**src/rtl/mac_accumulator.sv**
```systemverilog
// Dot-product accumulator behind the 32-input MAC cluster: sums LEN 17-bit terms
// and hands the result over a valid/ready port, stalling the cluster until it is taken.
module mac_accumulator #(
  parameter  int DATA_WIDTH = 16,
  parameter  int ACC_WIDTH  = 32,
  parameter  int LEN        = 16,
  localparam int CNT_WIDTH  = $clog2(LEN + 1)
) (
  input  logic                  clk,
  input  logic                  rst,
  input  logic                  ebl,
  input  logic                  clear,
  input  logic                  in_valid,
  input  logic [DATA_WIDTH-1:0] in_sum,
  input  logic                  in_carry,
  output logic                  in_ready,
  output logic                  out_valid,
  input  logic                  out_ready,
  output logic [ACC_WIDTH-1:0]  out_acc,
  output logic                  out_overflow,
  output logic [CNT_WIDTH-1:0]  term_cnt
);

  typedef enum logic {ACCUM, DONE} state_t;

  state_t                 state, state_next;
  logic [ACC_WIDTH-1:0]   acc, acc_next, out_acc_next;
  logic                   ovf, ovf_next, out_ovf_next, out_valid_next;
  logic [CNT_WIDTH-1:0]   cnt_next;
  logic [ACC_WIDTH:0]     term_ext, sum_ext;
  logic                   accept, last, add_carry;

  // The carry-out of the cluster adder is the MSB of the term, never a sign bit.
  assign term_ext  = (ACC_WIDTH + 1)'({in_carry, in_sum});
  assign sum_ext   = {1'b0, acc} + term_ext;
  assign add_carry = sum_ext[ACC_WIDTH];

  assign in_ready = ~rst & ebl & ~clear & (state == ACCUM);
  assign accept   = in_valid & in_ready;
  assign last     = (term_cnt == CNT_WIDTH'(LEN - 1));

  always_comb begin
    state_next     = state;
    acc_next       = acc;
    ovf_next       = ovf;
    cnt_next       = term_cnt;
    out_valid_next = out_valid;
    out_acc_next   = out_acc;
    out_ovf_next   = out_overflow;
    if (ebl) begin
      if (clear) begin
        state_next     = ACCUM;
        acc_next       = '0;
        ovf_next       = 1'b0;
        cnt_next       = '0;
        out_valid_next = 1'b0;
      end else begin
        case (state)
          ACCUM: begin
            if (accept) begin
              if (last) begin
                out_acc_next   = sum_ext[ACC_WIDTH-1:0];
                out_ovf_next   = ovf | add_carry;
                out_valid_next = 1'b1;
                state_next     = DONE;
                acc_next       = '0;
                ovf_next       = 1'b0;
                cnt_next       = '0;
              end else begin
                acc_next = sum_ext[ACC_WIDTH-1:0];
                ovf_next = ovf | add_carry;
                cnt_next = term_cnt + 1'b1;
              end
            end
          end
          DONE: begin
            // Input reopens only on the cycle after the handshake.
            if (out_valid && out_ready) begin
              out_valid_next = 1'b0;
              state_next     = ACCUM;
            end
          end
          default: state_next = ACCUM;
        endcase
      end
    end
  end

  always_ff @(posedge clk) begin
    if (rst) begin
      state        <= ACCUM;
      acc          <= '0;
      ovf          <= 1'b0;
      term_cnt     <= '0;
      out_valid    <= 1'b0;
      out_acc      <= '0;
      out_overflow <= 1'b0;
    end else begin
      state        <= state_next;
      acc          <= acc_next;
      ovf          <= ovf_next;
      term_cnt     <= cnt_next;
      out_valid    <= out_valid_next;
      out_acc      <= out_acc_next;
      out_overflow <= out_ovf_next;
    end
  end

endmodule

```
**config.mk**
```make
export PLATFORM = sky130hd
export DESIGN_NAME = mac_accumulator
export DESIGN_NICKNAME = d
export VERILOG_FILES = /design/src/rtl/mac_accumulator.sv
export SDC_FILE = /design/constraint.sdc
export NUM_CORES = 1
export LEC_CHECK = 0
export CAP_MARGIN = 40
export CORE_MARGIN = 1
export CORE_UTILIZATION = 54
export CTS_CLUSTER_DIAMETER = 150
export DETAILED_ROUTE_END_ITERATION = 10
export PLACE_DENSITY = 0.8
export SLEW_MARGIN = 0
export SYNTH_ARGS = -nofsm -noshare
export SYNTH_HDL_FRONTEND = slang
export SYNTH_SLANG_ARGS = --single-unit
export TNS_END_PERCENT = 30
```
**constraint.sdc**
```tcl
create_clock -name clk -period 2.9 [get_ports clk]
set_input_delay 0.58 -clock clk [delete_from_list [all_inputs] [get_ports clk]]
set_output_delay 0.58 -clock clk [all_outputs]
set_load 0.05 [all_outputs]
```
==> flow_metrics.py <==
metrics = {
    "global_routing": {
        "antenna_found_initial": 0,
        "groute.usage.overall": 0.273,
        "grt_max_degree": 71,
        "grt_pass1_wl_um": 16700,
        "grt_pass1_vias": 3618,
        "overflow": 0,
    },
    "place": {
        "gp_congestion": 0.896,
        "dpl.hpwl_um": 7130,
        "dp_slack_ps": -368,
        "dpl-instance-area_um2": 5010,
        "port_buffers": 62,
    },
    "final_layout": {
        "final_area_um2": 5450,
        "regArea_um2": 1460,
        "final_core_util": 0.784,
        "diodes": 0,
        "layout_common_cells": "dfxtp_1 (73), nand2_1 (61), buf_4 (55)",
        "drive_gt1_frac": 0.193,
        "nets": 624,
        "final_common_cell": "dfxtp_1",
        "multi_input_area_um2": 2520,
        "nFillCells": 473,
        "area_growth_pct": 37.2,
    },
    "worst_setup_path": {
        "cp-startpoint": "in_sum[9]",
        "crit_path_start_kind": "input port",
        "worstReg2RegStart": "acc[0]",
        "cp.required_ps": 3110,
        "critPathKind": "input port to register",
        "endpoint_kind": "register",
        "cp.arrival_ps": 3080,
        "path_max_fanout": 4,
    },
    "floorplanning": {
        "die-area_um2": 7700,
        "core_region_area_um2": 6940,
        "start_util": 0.572,
        "die_y_um": 87.7,
        "die_x_um": 87.7,
        "rows": 30,
        "io_pins": 63,
    },
    "sta": {
        "hold_viol_final": 0,
        "worstMarginPinSlew_ps": 743,
        "worst_clock_skew_ps": 13.3,
        "fin_ws_ps": 27.7,
        "slew_viol_final": 0,
        "relSlewSlack": 0.505,
        "post-route-min-period_ps": 2870,
        "fmax_ghz": 0.348,
        "fin_crit_sh": 0.990,
        "setup_viol": 0,
    },
    "synthesis": {
        "synth-compound-area-share": 0.243,
        "synth.yosys.seq_area_share": 0.368,
        "ys.flop_type": "dfxtp_1",
        "synth_nets": 522,
        "synth_top_family_by_area": "compound AO/OA/AOI/OAI gates",
        "yosysTopAreaCell": "dfxtp_1",
        "ys_ff_latch": 73,
        "synth_top_area_frac": 0.368,
        "synth-async-reset-ratio": 0,
        "syn_area_um2": 3970,
        "synthAdderAreaFrac": 0.0618,
        "synth_mux_area_frac": 0,
        "synth_edf_count": 0,
        "synthSimpleGateAreaFrac": 0.236,
        "synth.distinct_cells": 62,
        "synth-xor-area-share": 0.0508,
        "synthCells": 480,
        "syn_avg_cell_area_um2": 8.27,
        "synth_area_leaders": "dfxtp_1 (37%), nand2_1 (5.9%), ha_1 (5.7%)",
        "ys_warn_count": 0,
    },
    "status": {
        "outcome": "completed",
    },
    "routing": {
        "drcViolationCount": 0,
        "drt-total-wl_um": 11000,
        "vias_per_cell": 6.02,
        "num_vias": 4114,
        "first_iter_violations": 277,
        "final_antenna_net_count": 0,
        "routedWlPerCell_um": 16.1,
        "firstDrtPassIters": 5,
    },
    "clocking": {
        "cts.clk_slew.worst_paths_ps": 90,
        "ctsHoldBuffers": 0,
        "clock_path_buffers": 2,
        "htree_levels": 3,
        "clock_sinks": 73,
        "clk_latency_ps": 350,
        "cts_made_buffers": 9,
        "root_buffer": "clkbuf_8",
        "cts_tree": "built",
    },
    "power": {
        "ir_drop_uv": 290,
        "leakagePower_nw": 2.09,
        "p_per_area_nw_per_um2": 400,
        "finalPower_w": 0.00218,
    },
    "hold_path": {
        "min_from": "ovf",
        "worst_hold_path_type": "register to register",
    },
    "run": {
        "cap_viol_max_count": 0,
    },
}
## final cells by class
cell class	instances	area share
Tap cell	96	0.0221
Multi-Input combinational cell	372	0.464
Inverter	4	0.00276
Clock inverter	6	0.00781
Clock buffer	10	0.0234
Timing Repair Buffer	122	0.212
Sequential cell	73	0.268
## kinds of logic (layout without fill, tap and decap cells)
logic type / Yosys count / after routing
AO/OA/AOI/OAI: 140 / 140
XOR/XNOR: 23 / 23
adder cells (fa/ha/maj): 19 / 19
buffers and inverters: 35 / 142
flip-flops: 73 / 73
AND/OR/NAND/NOR: 190 / 190
## per-layer routing
| metal | global-route usage | share of wire |
|---|---|---|
| met5 | 0 | 0 |
| met4 | 0.0894 | 0.019 |
| met3 | 0.0349 | 0.074 |
| met2 | 0.428 | 0.46 |
| met1 | 0.389 | 0.44 |
## report_power, final
group | internal [W] | switching, W | total, W | leakage (nW)
Sequential | 0.00102 | 0.0000163 | 0.00104 | 0.590
Combinational | 0.000203 | 0.000222 | 0.000426 | 1.42
Clock | 0.000312 | 0.000405 | 0.000718 | 0.0827
## synth_stat cells, drive strengths merged (10+ instances only)
cell	number
or4	10
xnor2	10
xor2	13
a21oi	39
nand2	64
nor2	50
clkbuf	22
ha	18
o21ai	21
dfxtp	73
a22oi	10
a31oi	11
a211oi	14
## path summary, 6_finish.rpt
path	endpoint	slack [ps]	cells after the start
hold reg to reg	ovf	460	2
setup reg to reg	acc[30]	250	12
setup / recovery	acc[30]	30	12
hold / removal	ovf	460	2
## repair_timing
item | in CTS | in global routing
gates cloned | 0 | 2
gates resized for setup | 1 | 29
setup buffers | 0 | 3
endpoints found under the setup margin | 6 | 22
pin swaps | 0 | 20
## stage by stage
step / cells / hold WS [ps] / setup TNS, ps
6_report: 683 / 461 / 0
5_1_grt: 683 / 489 / -267
4_1_cts: 678 / 461 / -2.28
3_5_place_dp: 662 / 448 / -8660
3_3_place_gp: 661 / 438 / -6890
2_1_floorplan: 480 / 426 / 0
## critical path, cell delays in order
cell and delay [ps]:
clkdlybuf4s50_1 420, ha_1 370, nand2_2 110, nor2_4 120, nand3_2 110, a211oi_4 310, o2111ai_4 240, clkbuf_16 240
buf_4 130, buf_4 130, o211ai_1 190, a31oi_1 110
## registers in the layout, indices dropped and copies added (netlist names)
signal        cells
ovf               1
out_overflow      1
state             1
acc              32
out_acc          32
term_cnt          5
out_valid         1
Note: power is estimated with default switching activity, not from simulation.
